<file path="config.mk">
export PLATFORM = sky130hd
export DESIGN_NAME = instr_encoder_flat
export DESIGN_NICKNAME = d
export VERILOG_FILES = /design/src/rtl/instr_encoder_if.sv /design/src/rtl/instr_encoder.sv /design/src/flat_wrapper.sv
export SDC_FILE = /design/constraint.sdc
export NUM_CORES = 1
export LEC_CHECK = 0
export CORE_ASPECT_RATIO = 1.25
export CORE_MARGIN = 10
export CORE_UTILIZATION = 40
export CTS_CLUSTER_DIAMETER = 100
export DETAILED_ROUTE_END_ITERATION = 12
export SETUP_SLACK_MARGIN = 0.5
export SYNTH_ARGS = -nofsm -noshare
export SYNTH_HDL_FRONTEND = slang
export SYNTH_SLANG_ARGS = --single-unit
</file>
<file path="constraint.sdc">
create_clock -name i_clk -period 2.7 [get_ports i_clk]
set_clock_uncertainty 0.05 [all_clocks]
set_input_delay 0.54 -clock i_clk [delete_from_list [all_inputs] [get_ports i_clk]]
set_output_delay 0.54 -clock i_clk [all_outputs]
set_load 0.05 [all_outputs]
</file>
<file path="src/rtl/instr_encoder_if.sv">
// Request and instruction-memory write bus shared by the instruction encoder
// and whatever feeds it (program loader on one side, imem on the other).
interface instr_encoder_if #(
  parameter int ADDR_W = 8
);
  logic              in_valid;
  logic              in_ready;
  logic [3:0]        in_op;
  logic [4:0]        in_rs;
  logic [4:0]        in_rt;
  logic [4:0]        in_rd;
  logic [5:0]        in_funct;
  logic [15:0]       in_imm;
  logic [25:0]       in_target;
  logic              in_last;
  logic              mem_we;
  logic [ADDR_W-1:0] mem_addr;
  logic [31:0]       mem_wdata;
  logic              mem_ack;

  modport master (
    output in_valid, in_op, in_rs, in_rt, in_rd, in_funct, in_imm, in_target, in_last,
    output mem_ack,
    input  in_ready, mem_we, mem_addr, mem_wdata
  );

  modport slave (
    input  in_valid, in_op, in_rs, in_rt, in_rd, in_funct, in_imm, in_target, in_last,
    input  mem_ack,
    output in_ready, mem_we, mem_addr, mem_wdata
  );
endinterface

</file>
<file path="src/rtl/instr_encoder.sv">
// Packs symbolic instruction requests into 32-bit MIPS words, buffers them in a
// small FIFO and streams them into instruction memory at consecutive addresses.
module instr_encoder #(
  parameter int                ADDR_W     = 8,
  parameter int                FIFO_DEPTH = 4,
  parameter logic [ADDR_W-1:0] BASE_ADDR  = '0
) (
  input  logic            i_clk,
  input  logic            i_reset,
  input  logic            i_start,
  instr_encoder_if.slave  bus,
  output logic            o_done,
  output logic            o_err_illegal,
  output logic            o_err_wrap,
  output logic [ADDR_W:0] o_words_written
);

  localparam int PTR_W = $clog2(FIFO_DEPTH);

  typedef enum logic [1:0] {S_IDLE, S_WRITE, S_DONE} state_t;

  state_t            r_state;
  logic [32:0]       r_fifo [FIFO_DEPTH];
  logic [PTR_W-1:0]  r_wrPtr;
  logic [PTR_W-1:0]  r_rdPtr;
  logic [PTR_W:0]    r_count;
  logic [ADDR_W-1:0] r_addr;
  logic              r_done;
  logic              r_errIllegal;
  logic              r_errWrap;
  logic              r_illegalLast;
  logic [ADDR_W:0]   r_words;

  logic              w_full;
  logic              w_accept;
  logic              w_legal;
  logic              w_push;
  logic              w_pop;
  logic [32:0]       w_head;
  logic [31:0]       w_word;
  logic [PTR_W:0]    w_countNext;

  assign w_full      = (r_count == (PTR_W+1)'(FIFO_DEPTH));
  assign w_accept    = bus.in_valid && bus.in_ready;
  assign w_legal     = !bus.in_op[3];
  assign w_push      = w_accept && w_legal && !i_reset;
  assign w_pop       = (r_state == S_WRITE) && bus.mem_ack;
  assign w_head      = r_fifo[r_rdPtr];
  assign w_countNext = r_count + (PTR_W+1)'(w_push) - (PTR_W+1)'(w_pop);

  assign bus.in_ready  = !w_full && (r_state != S_DONE) && !i_start;
  assign bus.mem_we    = (r_state == S_WRITE);
  assign bus.mem_addr  = r_addr;
  assign bus.mem_wdata = bus.mem_we ? w_head[31:0] : 32'h0;

  assign o_done          = r_done;
  assign o_err_illegal   = r_errIllegal;
  assign o_err_wrap      = r_errWrap;
  assign o_words_written = r_words;

  always_comb begin
    w_word = 32'h0;
    case (bus.in_op[2:0])
      3'd0:    w_word = {6'b100011, bus.in_rs, bus.in_rt, bus.in_imm};
      3'd1:    w_word = {6'b101011, bus.in_rs, bus.in_rt, bus.in_imm};
      3'd2:    w_word = {6'b000000, bus.in_rs, bus.in_rt, bus.in_rd, 5'b00000, bus.in_funct};
      3'd3:    w_word = {6'b000100, bus.in_rs, bus.in_rt, bus.in_imm};
      3'd4:    w_word = {6'b001000, bus.in_rs, bus.in_rt, bus.in_imm};
      3'd5:    w_word = {6'b001100, bus.in_rs, bus.in_rt, bus.in_imm};
      3'd6:    w_word = {6'b001101, bus.in_rs, bus.in_rt, bus.in_imm};
      default: w_word = {6'b000011, bus.in_target};
    endcase
  end

  // Storage needs no reset: pointers and the mem_wdata mask hide stale entries.
  always_ff @(posedge i_clk) begin
    if (w_push) begin
      r_fifo[r_wrPtr] <= {bus.in_last, w_word};
    end
  end

  always_ff @(posedge i_clk) begin
    if (i_reset || i_start) begin
      r_state       <= S_IDLE;
      r_wrPtr       <= '0;
      r_rdPtr       <= '0;
      r_count       <= '0;
      r_addr        <= BASE_ADDR;
      r_done        <= 1'b0;
      r_errIllegal  <= 1'b0;
      r_errWrap     <= 1'b0;
      r_illegalLast <= 1'b0;
      r_words       <= '0;
    end else begin
      r_count <= w_countNext;
      if (w_push) begin
        r_wrPtr <= r_wrPtr + PTR_W'(1);
      end
      if (w_accept && !w_legal) begin
        r_errIllegal <= 1'b1;
        if (bus.in_last) begin
          r_illegalLast <= 1'b1;
        end
      end
      if (w_pop) begin
        r_rdPtr <= r_rdPtr + PTR_W'(1);
        r_addr  <= r_addr + ADDR_W'(1);
        if (r_addr == {ADDR_W{1'b1}}) begin
          r_errWrap <= 1'b1;
        end
        if (!r_words[ADDR_W]) begin
          r_words <= r_words + (ADDR_W+1)'(1);
        end
      end
      // An illegal request flagged as last still ends the program once drained.
      case (r_state)
        S_IDLE: begin
          if (w_push) begin
            r_state <= S_WRITE;
          end else if (r_illegalLast) begin
            r_state <= S_DONE;
            r_done  <= 1'b1;
          end
        end
        S_WRITE: begin
          if (w_pop) begin
            if (w_head[32]) begin
              r_state <= S_DONE;
              r_done  <= 1'b1;
            end else if (w_countNext == '0) begin
              r_state <= S_IDLE;
            end
          end
        end
        default: begin
          r_state <= S_DONE;
        end
      endcase
    end
  end

endmodule

</file>
<file path="src/flat_wrapper.sv">
// flat-port wrapper written by rule: the top's interface ports become plain ports
module instr_encoder_flat 
#(
  parameter int                ADDR_W     = 8,
  parameter int                FIFO_DEPTH = 4,
  parameter logic [ADDR_W-1:0] BASE_ADDR  = '0
)
  (i_clk, i_reset, i_start, o_done, o_err_illegal, o_err_wrap, o_words_written, bus_in_valid, bus_in_op, bus_in_rs, bus_in_rt, bus_in_rd, bus_in_funct, bus_in_imm, bus_in_target, bus_in_last, bus_mem_ack, bus_in_ready, bus_mem_we, bus_mem_addr, bus_mem_wdata);
  instr_encoder_if #(.ADDR_W(ADDR_W)) bus_i ();
  input  logic i_clk;
  input  logic i_reset;
  input  logic i_start;
  output logic o_done;
  output logic o_err_illegal;
  output logic o_err_wrap;
  output logic [ADDR_W:0] o_words_written;
  input wire logic [$bits(bus_i.in_valid)-1:0] bus_in_valid;
  input wire logic [$bits(bus_i.in_op)-1:0] bus_in_op;
  input wire logic [$bits(bus_i.in_rs)-1:0] bus_in_rs;
  input wire logic [$bits(bus_i.in_rt)-1:0] bus_in_rt;
  input wire logic [$bits(bus_i.in_rd)-1:0] bus_in_rd;
  input wire logic [$bits(bus_i.in_funct)-1:0] bus_in_funct;
  input wire logic [$bits(bus_i.in_imm)-1:0] bus_in_imm;
  input wire logic [$bits(bus_i.in_target)-1:0] bus_in_target;
  input wire logic [$bits(bus_i.in_last)-1:0] bus_in_last;
  input wire logic [$bits(bus_i.mem_ack)-1:0] bus_mem_ack;
  output wire logic [$bits(bus_i.in_ready)-1:0] bus_in_ready;
  output wire logic [$bits(bus_i.mem_we)-1:0] bus_mem_we;
  output wire logic [$bits(bus_i.mem_addr)-1:0] bus_mem_addr;
  output wire logic [$bits(bus_i.mem_wdata)-1:0] bus_mem_wdata;
  assign bus_i.in_valid = bus_in_valid;
  assign bus_i.in_op = bus_in_op;
  assign bus_i.in_rs = bus_in_rs;
  assign bus_i.in_rt = bus_in_rt;
  assign bus_i.in_rd = bus_in_rd;
  assign bus_i.in_funct = bus_in_funct;
  assign bus_i.in_imm = bus_in_imm;
  assign bus_i.in_target = bus_in_target;
  assign bus_i.in_last = bus_in_last;
  assign bus_i.mem_ack = bus_mem_ack;
  assign bus_in_ready = bus_i.in_ready;
  assign bus_mem_we = bus_i.mem_we;
  assign bus_mem_addr = bus_i.mem_addr;
  assign bus_mem_wdata = bus_i.mem_wdata;
  instr_encoder #(.ADDR_W(ADDR_W), .FIFO_DEPTH(FIFO_DEPTH), .BASE_ADDR(BASE_ADDR)) u_core (.i_clk(i_clk), .i_reset(i_reset), .i_start(i_start), .bus(bus_i), .o_done(o_done), .o_err_illegal(o_err_illegal), .o_err_wrap(o_err_wrap), .o_words_written(o_words_written));
endmodule
</file>
## After elaboration in Yosys (flattened, before gate mapping)

Memories as Yosys holds them, arrays and structs flattened. A register that Yosys moved wholly into a read port is not among the register bits.
Cells that the tools add are included.

- $add $sub $neg: 6
- Bitwise gates (word level): 1
- Equality and inequality tests: 16
- Reductions and logical operators: 21
- Multiplexer cells: 18

Operator list:

| kind | number |
|---|---|
| case mux 32 bit (7 select lines) | 1 |
| two-way mux 32 bit | 1 |
| two-way mux 2 bit | 7 |
| equality test 3 bit (second input constant) | 4 |
| adder 9 x 1 -> 9 bit (second input constant) | 1 |
| two-way mux 9 bit | 1 |
| adder 8 x 1 -> 8 bit (second input constant) | 1 |
| equality test 8 bit (second input constant) | 1 |
| inequality test 2 bit (second input constant) | 4 |
| logical AND 1 bit | 7 |
| equality test 3 x 2 -> 1 bit (second input constant) | 2 |
| logical NOT 3 bit | 2 |
| two-way mux 1 bit | 6 |
| AND reduction 2 bit | 3 |
| AND reduction 5 bit | 1 |
| adder 2 x 1 -> 2 bit (second input constant) | 2 |
| logical NOT 1 bit | 4 |
| case mux 2 bit (2 select lines) | 1 |
| adder 3 x 1 -> 3 bit | 1 |
| equality test 3 x 1 -> 1 bit (second input constant) | 1 |
| inequality test 3 x 1 -> 1 bit (second input constant) | 1 |
| inequality test 3 bit (second input constant) | 1 |
| AND reduction 3 bit | 1 |
| subtractor 3 x 1 -> 3 bit | 1 |
| 7 further kinds | 7 |

- Logic and storage cells: 74
- Memories: 1
- Memory bits (writable): 132
- Flip-flop bits (word level): 30

Memory list:

| name | words | width | rd ports | clocked after Yosys merged registers in | wr ports | line | source |
|---|---|---|---|---|---|---|---|
| u_core.r_fifo | 4 | 33 | 1 | 1 | 1 | instr_encoder.sv:23 | `logic [32:0] r_fifo [FIFO_DEPTH];` |

## Depth between registers and ports, before layout

- Word-level depth: 14
- Depth in mapped cells: 11
- Gate-level depth less buffers: 11

## Worst setup path before layout

No wires, ideal clock.

- Path type: input-to-reg
- Start: input i_start
- End: register u_core.r_state[0]
- Path buffers: 0
- Cell stages on the path: 9
- Arrival: 2,398 ps
- Required time: 2,564 ps
- Path slack: 166 ps
- Library setup time: 86 ps
- Path through: nand2b_1 > nor4b_4 > ha_1 > inv_1 > fa_1 > xnor2_1 > xnor2_1 > o21ai_0 > a211oi_1

- Word-level cells in the longest chain between the ends: 10

RTL lines:

| what | line | source |
|---|---|---|
| start: declaration | flat_wrapper.sv:12 | `input logic i_start;` |
| logical NOT 1 bit * | instr_encoder.sv:51 | `assign bus.in_ready = !w_full && (r_state != S_DONE) && !i_start;` |
| logical AND 1 bit * | instr_encoder.sv:51 |  |
| logical AND 1 bit * | instr_encoder.sv:44 | `assign w_accept = bus.in_valid && bus.in_ready;` |
| logical AND 1 bit * (2 in a row) | instr_encoder.sv:46 | `assign w_push = w_accept && w_legal && !i_reset;` |
| named net u_core.w_push | instr_encoder.sv:37 | `logic w_push;` |
| adder 3 x 1 -> 3 bit | instr_encoder.sv:49 | `assign w_countNext = r_count + (PTR_W+1)'(w_push) - (PTR_W+1)'(w_pop);` |
| subtractor 3 x 1 -> 3 bit | instr_encoder.sv:49 |  |
| logical NOT 3 bit | instr_encoder.sv:130 | `end else if (w_countNext == '0) begin` |
| inequality test 3 bit (no source line) | - |  |
| AND reduction 3 bit (no source line) | - |  |
| end signal: assignment | instr_encoder.sv:128 | `r_state <= S_DONE;` |
| end signal: assignment | instr_encoder.sv:131 | `r_state <= S_IDLE;` |
| end signal: assignment | instr_encoder.sv:136 | `r_state <= S_DONE;` |
| end: declaration | instr_encoder.sv:22 | `state_t r_state;` |

The timed path passes the listed nets; every way through them passes the cells marked *.
A chain may end at the register's enable or synchronous reset.

==> flow_summary_export.csv <==
group,metric,value,unit
finish,diodes,0,
worst_setup_path,crit_path_end_kind,"output pin",
worst_setup_path,required,2.11,ns
drt,drc,0,
status,outcome,"finished clean",
synthesis,synth_seq_cells,160,
synthesis,synth_top_area_share,56.7,%
timing,fin_tns_setup,0,ns
worst_setup_path,crit_end,"bus_mem_wdata[28]",
finish,regArea,4500,µm²
worst_setup_path,worst-path-max-fanout,8,
worst_setup_path,r2r_end,"u_core.r_state[0]$_SDFFE_PP0P_",
synthesis,synth.largest_area_cell,"edfxtp_1",
global_route,grt.total_usage,14.6,%
floorplan,coreArea,16700,µm²
worst_hold_path,min_path_type,"flip-flop to flip-flop",
power,power.density,563,nW/µm²
floorplan,die_h,166,µm
drt,wl_per_cell,19.7,µm
worst_setup_path,r2r_cells,9,
finish,area_growth,39.0,%
synthesis,postSynthAreaPerCell,15.2,µm²
worst_setup_path,crit_chain,"buf_6, buf_12, mux4_2, nor2b_4, buf_8",
power,design_power_total,5.30,mW
timing,slew_violations,0,
worst_setup_path,critPathLaunchType,"flip-flop",
worst_setup_path,arrival,1.92,ns
timing,fmax,399,MHz
synthesis,ys_top_cells_by_area,"edfxtp_1, mux4_2, dfxtp_1",
floorplan,io_pins,127,
worst_setup_path,r2r_start,"u_core.r_state[1]$_SDFFE_PP0P_",
worst_setup_path,crit_slowest_cell,"mux4_2",
global_route,grt_max_degree,33,
synthesis,synth-edff-count,128,
drt,dr.pass1.iters,4,
placed_design,gp_congestion,0.814,
clock_network,clock-sinks,160,
clock_network,root_buffer,"clkbuf_16",
placed_design,dp_hpwl,10500,µm
power,leakage,3.24,nW
finish,n_fill_cell,1369,
finish,multi_input_area,2380,µm²
placed_design,io_buffer_count,125,
global_route,grt-ovfl-total,0,
clock_network,cts-htree-levels,4,
timing,grt_setup_unrepaired,"yes",
timing,period_share,92.9,%
global_route,grt_use_met2,24.0,%
drt,vias,4251,
worst_setup_path,slowest_delay,0.52,ns
synthesis,synth_warnings,0,
finish,drive_above_1_share,31.3,%
clock_network,cts_buffers,17,
finish,final_core_util,56.4,%
synthesis,syn-num-nets,529,
clock_network,path_clk_slew,0.06,ns
floorplan,start_util,40.6,%
global_route,met3_usage,5.15,%
global_route,grt.met1_usage,17.4,%
timing,setup_viol,0,
drt,first_iter_violations,239,
synthesis,synth_area,6780,µm²
timing,period_minus_slack,2.51,ns
finish,fin_nets,677,
drt,via_per_inst,5.14,
synthesis,ys_types,46,
synthesis,postSynth.asyncResetShare,0,%
clock_network,insertion_delay,0.42,ns
worst_setup_path,reg2reg_setup_slack,0.45,ns
timing,max_slew_margin,59.1,%
floorplan,die_area,22600,µm²
drt,ant_nets,0,
clock_network,postCtsHoldBufs,0,
synthesis,seq_area_frac_synth,66.1,%
floorplan,dieWidth,136,µm
drt,wl,16300,µm
global_route,grt_pass1_wl,24900,µm
clock_network,cts_tree,"yes",
floorplan,row_count,53,
timing,worstMarginPinSlew,0.613,ns
global_route,antenna_found_initial,0,
synthesis,synth_flop_cell,"edfxtp_1",
synthesis,netlist_instances,447,
global_route,grt_pass1_vias,4454,
power,peakVddDrop,0.309,mV
clock_network,cts_buffer_depth,2,
worst_setup_path,critical_path_class,"flip-flop to output pin",
global_route,grt-busiest-layer,"met2",
flow_run,drv_cap,0,
timing,finalHoldViolations,0,
## worst min-delay path by stage
stage | slack (ns) | cells past startpoint | endpoint | startpoint
finish | 0.41 | 2 | u_core.o_done$_SDFFE_PP0P_ | u_core.o_done$_SDFFE_PP0P_
global route | 0.43 | 2 | u_core.o_done$_SDFFE_PP0P_ | u_core.o_done$_SDFFE_PP0P_
CTS | 0.41 | 2 | u_core.o_done$_SDFFE_PP0P_ | u_core.o_done$_SDFFE_PP0P_
detailed placement | 0.39 | 2 | u_core.o_done$_SDFFE_PP0P_ | u_core.o_done$_SDFFE_PP0P_
global placement | 0.38 | 2 | u_core.o_done$_SDFFE_PP0P_ | u_core.o_done$_SDFFE_PP0P_
floorplan | 0.40 | 2 | u_core.r_illegalLast$_SDFFE_PP0P_ | u_core.r_illegalLast$_SDFFE_PP0P_
## layout make-up
class / count / area share [%]
clock buffer: 24 / 4.79
clock inverter: 7 / 1.18
inverter: 11 / 0.438
multi-input combinational: 252 / 25.2
sequential: 160 / 47.8
tap: 220 / 2.92
timing repair buffer: 153 / 17.7
## registers in the layout, summed over array words and instances (netlist names), named ones only
name / count
u_core.bus.mem_addr: 8
u_core.o_done: 1
u_core.o_err_illegal: 1
u_core.o_err_wrap: 1
u_core.o_words_written: 9
u_core.r_count: 3
u_core.r_fifo: 128
u_core.r_illegalLast: 1
u_core.r_rdPtr: 2
u_core.r_state: 2
u_core.r_wrPtr: 2
## critical path, delay by kind of cell (launching register included)
family	cells	cell delay (ns)
buf+inv	3	0.40
simple gates	1	0.16
mux	1	0.52
flops	1	0.41
## per-layer routing
layer,vias up,routed length [µm]
met5,-,0
met3,13,1210
met2,122,8040
li1,1984,-
met4,0,177
met1,2132,6900
## cells in the final DEF, fill, tap and decap left out, types with 17 or more instances in the layout
cell             instances
edfxtp_1               128
clkdlybuf4s50_1         70
nor2_1                  41
mux4_2                  32
buf_4                   29
dfxtp_1                 26
a21oi_1                 21
dlygate4sd2_1           21
clkbuf_16               17
buf_12                  17
## where the power goes
group	switching, mW	internal [mW]	total, mW
registers	0.00344	2.69	2.69
logic	0.134	0.160	0.294
clock network	0.876	1.44	2.32
total	1.01	4.29	5.30
## Yosys cell counts (all sizes together) (2+ instances only)
cell type / instances
nand4: 5
buf: 9
a31oi: 2
a21oi: 23
o22ai: 11
and3: 2
mux4: 32
nand2b: 2
nor2: 41
nand3: 4
or3: 2
inv: 11
o2bb2ai: 5
edfxtp: 128
nor4: 3
nor3: 6
nor2b: 38
and2: 5
xor2: 6
dfxtp: 32
nand2: 15
xnor2: 13
or2: 2
ha: 8
clkbuf: 15
o21ai: 5
mux2: 10
## stage by stage
step	hold slack, ns	std cells	instance area [µm²]	worst slack, ns
2_1_floorplan	0.402	447	6880	0.183
3_3_place_gp	0.384	788	8560	-0.0926
3_5_place_dp	0.394	788	8560	-0.198
4_1_cts	0.406	825	9380	0.181
5_1_grt	0.430	827	9420	0.125
6_report	0.410	827	9420	0.191
## timing repair
item                       CTS  global route
pin swaps                    8             7
setup endpoints to repair   51            37
hold endpoints to repair     0             0
resized for setup           66            10
setup buffers                4             2
cloned                       2             0
## kinds of logic (layout without fill, tap and decap cells)
| group | Yosys count | count (layout) | share of synthesized area [%] |
|---|---|---|---|
| flip-flops | 160 | 160 | 66.1 |
| adder cells (fa/ha/maj) | 9 | 9 | 1.77 |
| buffers and inverters | 35 | 195 | 2.27 |
| XOR/XNOR | 19 | 19 | 2.45 |
| other | 1 | 1 | 0.0553 |
| AO/OA/AOI/OAI | 50 | 50 | 4.48 |
| AND/OR/NAND/NOR | 130 | 130 | 10.4 |
| multiplexers | 43 | 43 | 12.4 |
No activity file was read; power rests on OpenSTA's default activity.
